--- config.mk ---
export PLATFORM = sky130hd
export DESIGN_NAME = sync_fifo_flex_flat
export DESIGN_NICKNAME = d
export VERILOG_FILES = /design/src/rtl/sync_fifo_flex_if.sv /design/src/rtl/sync_fifo_flex.sv /design/src/flat_wrapper.sv
export SDC_FILE = /design/constraint.sdc
export NUM_CORES = 1
export LEC_CHECK = 0
export ABC_AREA = 1
export BUFFER_PORTS_ARGS = -buffer_cell sky130_fd_sc_hd__buf_4
export CORE_ASPECT_RATIO = 1.25
export CORE_UTILIZATION = 45
export DETAILED_ROUTE_END_ITERATION = 8
export SETUP_SLACK_MARGIN = 0.05
export SLEW_MARGIN = 25
export SYNTH_ARGS = -nofsm -noshare
export SYNTH_HDL_FRONTEND = slang
export SYNTH_SLANG_ARGS = --single-unit
--- constraint.sdc ---
create_clock -name clk -period 4.9 [get_ports clk]
set_input_delay 0.245 -clock clk [delete_from_list [all_inputs] [get_ports clk]]
set_output_delay 0.245 -clock clk [all_outputs]
set_load 0.01 [all_outputs]
--- src/rtl/sync_fifo_flex_if.sv ---
// Producer/consumer bundle for sync_fifo_flex: write side, read side, status flags and error clear.
// master drives requests and data; slave is the FIFO itself.
interface sync_fifo_flex_if #(
    parameter int WIDTH = 8,
    parameter int CNTW  = 4
);
    logic             write_en;
    logic [WIDTH-1:0] write_data;
    logic             read_en;
    logic [WIDTH-1:0] read_data;
    logic             read_valid;
    logic             full;
    logic             empty;
    logic             almost_full;
    logic             almost_empty;
    logic [CNTW-1:0]  count;
    logic             overflow;
    logic             underflow;
    logic             err_clr;

    modport master (
        output write_en, write_data, read_en, err_clr,
        input  read_data, read_valid, full, empty, almost_full, almost_empty,
               count, overflow, underflow
    );

    modport slave (
        input  write_en, write_data, read_en, err_clr,
        output read_data, read_valid, full, empty, almost_full, almost_empty,
               count, overflow, underflow
    );
endinterface

--- src/rtl/sync_fifo_flex.sv ---
// Single-clock circular FIFO for any DEPTH >= 2 with occupancy count, programmable
// almost flags, standard or first-word-fall-through read, and sticky overflow/underflow.
module sync_fifo_flex #(
    parameter int WIDTH         = 8,
    parameter int DEPTH         = 8,
    parameter int AFULL_THRESH  = 6,
    parameter int AEMPTY_THRESH = 2,
    parameter int FWFT          = 0
) (
    input  logic             clk,
    input  logic             reset_n,
    sync_fifo_flex_if.slave  bus
);
    localparam int ADDR = (DEPTH > 1) ? $clog2(DEPTH) : 1;
    localparam int CNTW = $clog2(DEPTH + 1);

    logic [WIDTH-1:0] mem [DEPTH];
    logic [ADDR-1:0]  wr_ptr;
    logic [ADDR-1:0]  rd_ptr;
    logic [CNTW-1:0]  count_q;
    logic             overflow_q;
    logic             underflow_q;
    logic             full_w;
    logic             empty_w;
    logic             rd_ok;
    logic             wr_ok;

    assign full_w  = (count_q == CNTW'(DEPTH));
    assign empty_w = (count_q == '0);
    // A write into a full FIFO is still taken when the head leaves in the same cycle.
    assign rd_ok   = bus.read_en & ~empty_w;
    assign wr_ok   = bus.write_en & (~full_w | bus.read_en);

    function automatic logic [ADDR-1:0] ptr_inc(input logic [ADDR-1:0] p);
        return (p == ADDR'(DEPTH - 1)) ? '0 : p + ADDR'(1);
    endfunction

    always_ff @(posedge clk) begin
        if (reset_n && wr_ok)
            mem[wr_ptr] <= bus.write_data;
    end

    always_ff @(posedge clk) begin
        if (!reset_n) begin
            wr_ptr      <= '0;
            rd_ptr      <= '0;
            count_q     <= '0;
            overflow_q  <= 1'b0;
            underflow_q <= 1'b0;
        end else begin
            if (wr_ok)
                wr_ptr <= ptr_inc(wr_ptr);
            if (rd_ok)
                rd_ptr <= ptr_inc(rd_ptr);
            case ({wr_ok, rd_ok})
                2'b10:   count_q <= count_q + CNTW'(1);
                2'b01:   count_q <= count_q - CNTW'(1);
                default: count_q <= count_q;
            endcase
            // Setting takes priority over a same-cycle clear.
            if (bus.write_en && full_w && !bus.read_en)
                overflow_q <= 1'b1;
            else if (bus.err_clr)
                overflow_q <= 1'b0;
            if (bus.read_en && empty_w)
                underflow_q <= 1'b1;
            else if (bus.err_clr)
                underflow_q <= 1'b0;
        end
    end

    generate
        if (FWFT != 0) begin : g_fwft
            assign bus.read_data  = empty_w ? '0 : mem[rd_ptr];
            assign bus.read_valid = ~empty_w;
        end else begin : g_std
            logic [WIDTH-1:0] rdata_q;
            logic             rvalid_q;

            always_ff @(posedge clk) begin
                if (!reset_n) begin
                    rdata_q  <= '0;
                    rvalid_q <= 1'b0;
                end else begin
                    rvalid_q <= rd_ok;
                    if (rd_ok)
                        rdata_q <= mem[rd_ptr];
                end
            end

            assign bus.read_data  = rdata_q;
            assign bus.read_valid = rvalid_q;
        end
    endgenerate

    assign bus.count        = count_q;
    assign bus.full         = full_w;
    assign bus.empty        = empty_w;
    assign bus.almost_full  = (count_q >= CNTW'(AFULL_THRESH));
    assign bus.almost_empty = (count_q <= CNTW'(AEMPTY_THRESH));
    assign bus.overflow     = overflow_q;
    assign bus.underflow    = underflow_q;
endmodule
--- src/flat_wrapper.sv ---
// flat-port wrapper written by rule: the top's interface ports become plain ports
module sync_fifo_flex_flat 
#(
    parameter int WIDTH         = 8,
    parameter int DEPTH         = 8,
    parameter int AFULL_THRESH  = 6,
    parameter int AEMPTY_THRESH = 2,
    parameter int FWFT          = 0
)
  (clk, reset_n, bus_write_en, bus_write_data, bus_read_en, bus_err_clr, bus_read_data, bus_read_valid, bus_full, bus_empty, bus_almost_full, bus_almost_empty, bus_count, bus_overflow, bus_underflow);
  sync_fifo_flex_if #(.WIDTH(WIDTH)) bus_i ();
  input  logic clk;
  input  logic reset_n;
  input wire logic [$bits(bus_i.write_en)-1:0] bus_write_en;
  input wire logic [$bits(bus_i.write_data)-1:0] bus_write_data;
  input wire logic [$bits(bus_i.read_en)-1:0] bus_read_en;
  input wire logic [$bits(bus_i.err_clr)-1:0] bus_err_clr;
  output wire logic [$bits(bus_i.read_data)-1:0] bus_read_data;
  output wire logic [$bits(bus_i.read_valid)-1:0] bus_read_valid;
  output wire logic [$bits(bus_i.full)-1:0] bus_full;
  output wire logic [$bits(bus_i.empty)-1:0] bus_empty;
  output wire logic [$bits(bus_i.almost_full)-1:0] bus_almost_full;
  output wire logic [$bits(bus_i.almost_empty)-1:0] bus_almost_empty;
  output wire logic [$bits(bus_i.count)-1:0] bus_count;
  output wire logic [$bits(bus_i.overflow)-1:0] bus_overflow;
  output wire logic [$bits(bus_i.underflow)-1:0] bus_underflow;
  assign bus_i.write_en = bus_write_en;
  assign bus_i.write_data = bus_write_data;
  assign bus_i.read_en = bus_read_en;
  assign bus_i.err_clr = bus_err_clr;
  assign bus_read_data = bus_i.read_data;
  assign bus_read_valid = bus_i.read_valid;
  assign bus_full = bus_i.full;
  assign bus_empty = bus_i.empty;
  assign bus_almost_full = bus_i.almost_full;
  assign bus_almost_empty = bus_i.almost_empty;
  assign bus_count = bus_i.count;
  assign bus_overflow = bus_i.overflow;
  assign bus_underflow = bus_i.underflow;
  sync_fifo_flex #(.WIDTH(WIDTH), .DEPTH(DEPTH), .AFULL_THRESH(AFULL_THRESH), .AEMPTY_THRESH(AEMPTY_THRESH), .FWFT(FWFT)) u_core (.clk(clk), .reset_n(reset_n), .bus(bus_i));
endmodule
==> flow_metrics.env <==
export IMPL_status="finished, final reports clean"
export IMPL_syn_area_per_cell_um2=11.7
export IMPL_endpoint="u_core.bus.read_data[6]"
export IMPL_synthAdderAreaFrac_pct=2.15
export IMPL_place_worst_setup_slack_ns=2.80
export IMPL_cts_buffers_inserted=9
export IMPL_holdCritPathClass="in -> reg"
export IMPL_finalPower_mw=1.91
export IMPL_fin_nets=349
export IMPL_die_w_um=80.9
export IMPL_finish_utilization_pct=53.6
export IMPL_drive_above_1_share_pct=20.3
export IMPL_ff2ff_setup_slack_ns=2.81
export IMPL_ir_drop_mv=0.230
export IMPL_grt_use_total_pct=19.1
export IMPL_n_antenna_cell=0
export IMPL_drc=0
export IMPL_yosysTopAreaCell="edfxtp_1"
export IMPL_wl_per_cell_um=16.2
export IMPL_grt_pass1_vias=2203
export IMPL_ys_top_cells_by_area="edfxtp_1, dfxtp_1, nor2_1, o21ai_0, o211ai_1"
export IMPL_numPortBuffers=31
export IMPL_tritoncts="yes"
export IMPL_dieArea_um2=8130
export IMPL_timing_final_max_slew_violations=0
export IMPL_cts_hold_buf=0
export IMPL_dpl_cell_area_um2=3790
export IMPL_ys_seq_area_share_pct=67.0
export IMPL_synth_top_family_by_area="compound AO/OA/AOI/OAI gates"
export IMPL_p_leak_nw=1.44
export IMPL_synthTopCellsByCount="edfxtp_1, nor2_1, o21ai_0"
export IMPL_synth_flop_cell="edfxtp_1"
export IMPL_hpwlAfterDp_um=4650
export IMPL_overflow=0
export IMPL_grt_antenna_before_repair=0
export IMPL_gp_congestion=0.781
export IMPL_initial_utilization_pct=47.0
export IMPL_clock_fmax_mhz=478
export IMPL_worst_pin_slew_ns=0.875
export IMPL_regToRegStartpoint="u_core.rd_ptr[0]"
export IMPL_vias=2259
export IMPL_worstPathMaxFanout=25
export IMPL_syn_area_um2=3500
export IMPL_wl_um=6930
export IMPL_netlist_instances=299
export IMPL_cap_violations=0
export IMPL_synth_edf_count=64
export IMPL_area_growth_synth_to_final_pct=14.2
export IMPL_synth_xor_area_share_pct=0.250
export IMPL_reg2reg_depth=6
export IMPL_htree_levels=3
export IMPL_finClkSkew_ns=0.00881
export IMPL_start_kind="register"
export IMPL_final_antenna_net_count=0
export IMPL_fp_row_count=35
export IMPL_rsz0062_at_grt="no"
export IMPL_design_area_um2=3990
export IMPL_fillers=684
export IMPL_io_pins=32
export IMPL_synth_compound_area_share_pct=13.4
export IMPL_clock_latency_ns=0.35
export IMPL_grt_max_degree=35
export IMPL_grt_pass1_wl_um=11200
export IMPL_r2r_end="u_core.bus.read_data[6]"
export IMPL_layout_min_cycle_time_ns=2.09
export IMPL_drt_pass1_iter_count=4
export IMPL_fin_ws_ns=2.81
export IMPL_fin_tns_setup_ns=0
export IMPL_ys_types=28
export IMPL_p_per_area_nw_per_um2=478
export IMPL_worstPathRequired_ns=5.11
export IMPL_async_reset_ff_share_pct=0
export IMPL_hold_viol=0
export IMPL_ys_warnings_count=0
export IMPL_syn_num_nets=318
export IMPL_core_area_um2=7440
export IMPL_startpoint="u_core.rd_ptr[0]"
export IMPL_synth_top_area_share_pct=55.0
export IMPL_end_kind="register"
export IMPL_relSlewSlack_pct=41.5
export IMPL_synth_most_common_cell="edfxtp_1"
export IMPL_ctsRootBufferMaster="clkbuf_8"
export IMPL_synthSimpleGateAreaFrac_pct=10.9
export IMPL_cts_setup_buffers=0
export IMPL_vias_per_cell=5.29
export IMPL_cts_buffer_depth=2
export IMPL_yosys_register_bits=85
export IMPL_setup_viol=0
export IMPL_synthMuxAreaShare_pct=2.29
export IMPL_fin_crit_sh_pct=42.7
export IMPL_path_clk_slew_ns=0.08
export IMPL_cts_sinks=85
export IMPL_worstPathArrival_ns=2.30
export IMPL_fp_dieH_um=101
export IMPL_post_cts_resized=0
export IMPL_critical_path_class="reg -> reg"
export IMPL_drtIter0Drc=170
## routing by layer
metal	vias up	part of all wire [%]	global-route usage, %
met4	0	1.7	6.73
met1	1074	47	25.7
li1	1137	-	-
met3	11	3.4	4.89
met2	37	48	29.7
met5	-	0	0
## kinds of logic (layout without fill, tap and decap cells)
group	count (synthesis)	after routing
adders and majority gates	6	6
muxes	8	8
buffers and inverters	34	70
DFF	85	85
AOI/OAI and AO/OA	78	78
xor gates and xnor gates	1	1
and+or+nand+nor	87	87
## flip-flops by register name, summed over array words and instances (netlist names)
| signal | cells |
|---|---|
| u_core.bus.read_data | 8 |
| u_core.bus.count | 4 |
| u_core.mem | 64 |
| u_core.rd_ptr | 3 |
| u_core.bus.read_valid | 1 |
| u_core.bus.overflow | 1 |
| u_core.bus.underflow | 1 |
| u_core.wr_ptr | 3 |
## worst min path at each step
| stage | start | slack [ns] | endpoint | depth (start not counted) |
|---|---|---|---|---|
| 2_1_floorplan | bus_write_data[0] | 0.34 | u_core.mem[0][0] | 0 |
| 3_3_place_gp | u_core.bus.underflow | 0.46 | u_core.bus.underflow | 2 |
| 3_5_place_dp | u_core.bus.underflow | 0.46 | u_core.bus.underflow | 2 |
| 4_1_cts | bus_write_data[1] | 0.12 | u_core.mem[2][1] | 1 |
| 5_1_grt | bus_write_data[1] | 0.12 | u_core.mem[2][1] | 1 |
| 6_report | bus_write_data[2] | 0.13 | u_core.mem[0][2] | 1 |
## power by group
group | switching [mW] | total [mW] | internal, mW
combinational | 0.313 | 0.520 | 0.206
sequential | 0.0700 | 0.904 | 0.834
clock | 0.250 | 0.487 | 0.237
## placed cells by master (no fill, tap or decap)
master      Yosys  routed
a22oi_1         1       1
buf_4           1      32
bufinv_16       0       1
a21oi_2         3       3
nand3_1         4       4
clkbuf_8        0       9
clkinv_4        0       1
nand4_1         3       3
nand2_1        24      24
nand2_2         4       4
ha_1            6       6
dfxtp_1        21      20
inv_1          17      17
inv_6           0       2
clkinv_1        1       2
o21ai_1         1       1
nand2_4         1       1
a21oi_1        16      16
dfxtp_2         0       1
nor2_1         45      45
nor4_2          1       1
o22ai_1         8       8
edfxtp_1       64      64
a211oi_2        2       2
clkinv_2        0       1
xor2_1          1       1
inv_2           4       4
mux2i_1         8       8
clkinvlp_4      0       1
nand3_2         1       1
o21ai_0        31      31
o211ai_1       16      16
nor2_2          4       4
## stage by stage
step           cells  hold WS [ns]
5_1_grt          427         0.120
3_3_place_gp     411         0.459
2_1_floorplan    299         0.344
6_report         427         0.132
4_1_cts          427         0.117
3_5_place_dp     411         0.460
## final cells by class
cell class	instances	area (um2)	area share, %
Tap cell	92	115	2.88
Inverter	22	82.6	2.07
Timing Repair Buffer	32	240	6.02
Clock inverter	7	72.6	1.82
Sequential cell	85	2340	58.7
Clock buffer	9	124	3.10
Multi-Input combinational cell	180	1010	25.4
## critical path, stage by stage, from the launching register on
cell,delay [ns]
dfxtp_1,0.66
buf_4,0.39
inv_2,0.26
o21ai_0,0.28
o211ai_1,0.13
o211ai_1,0.13
a21oi_1,0.09
Note: power is estimated with default switching activity, not from simulation.
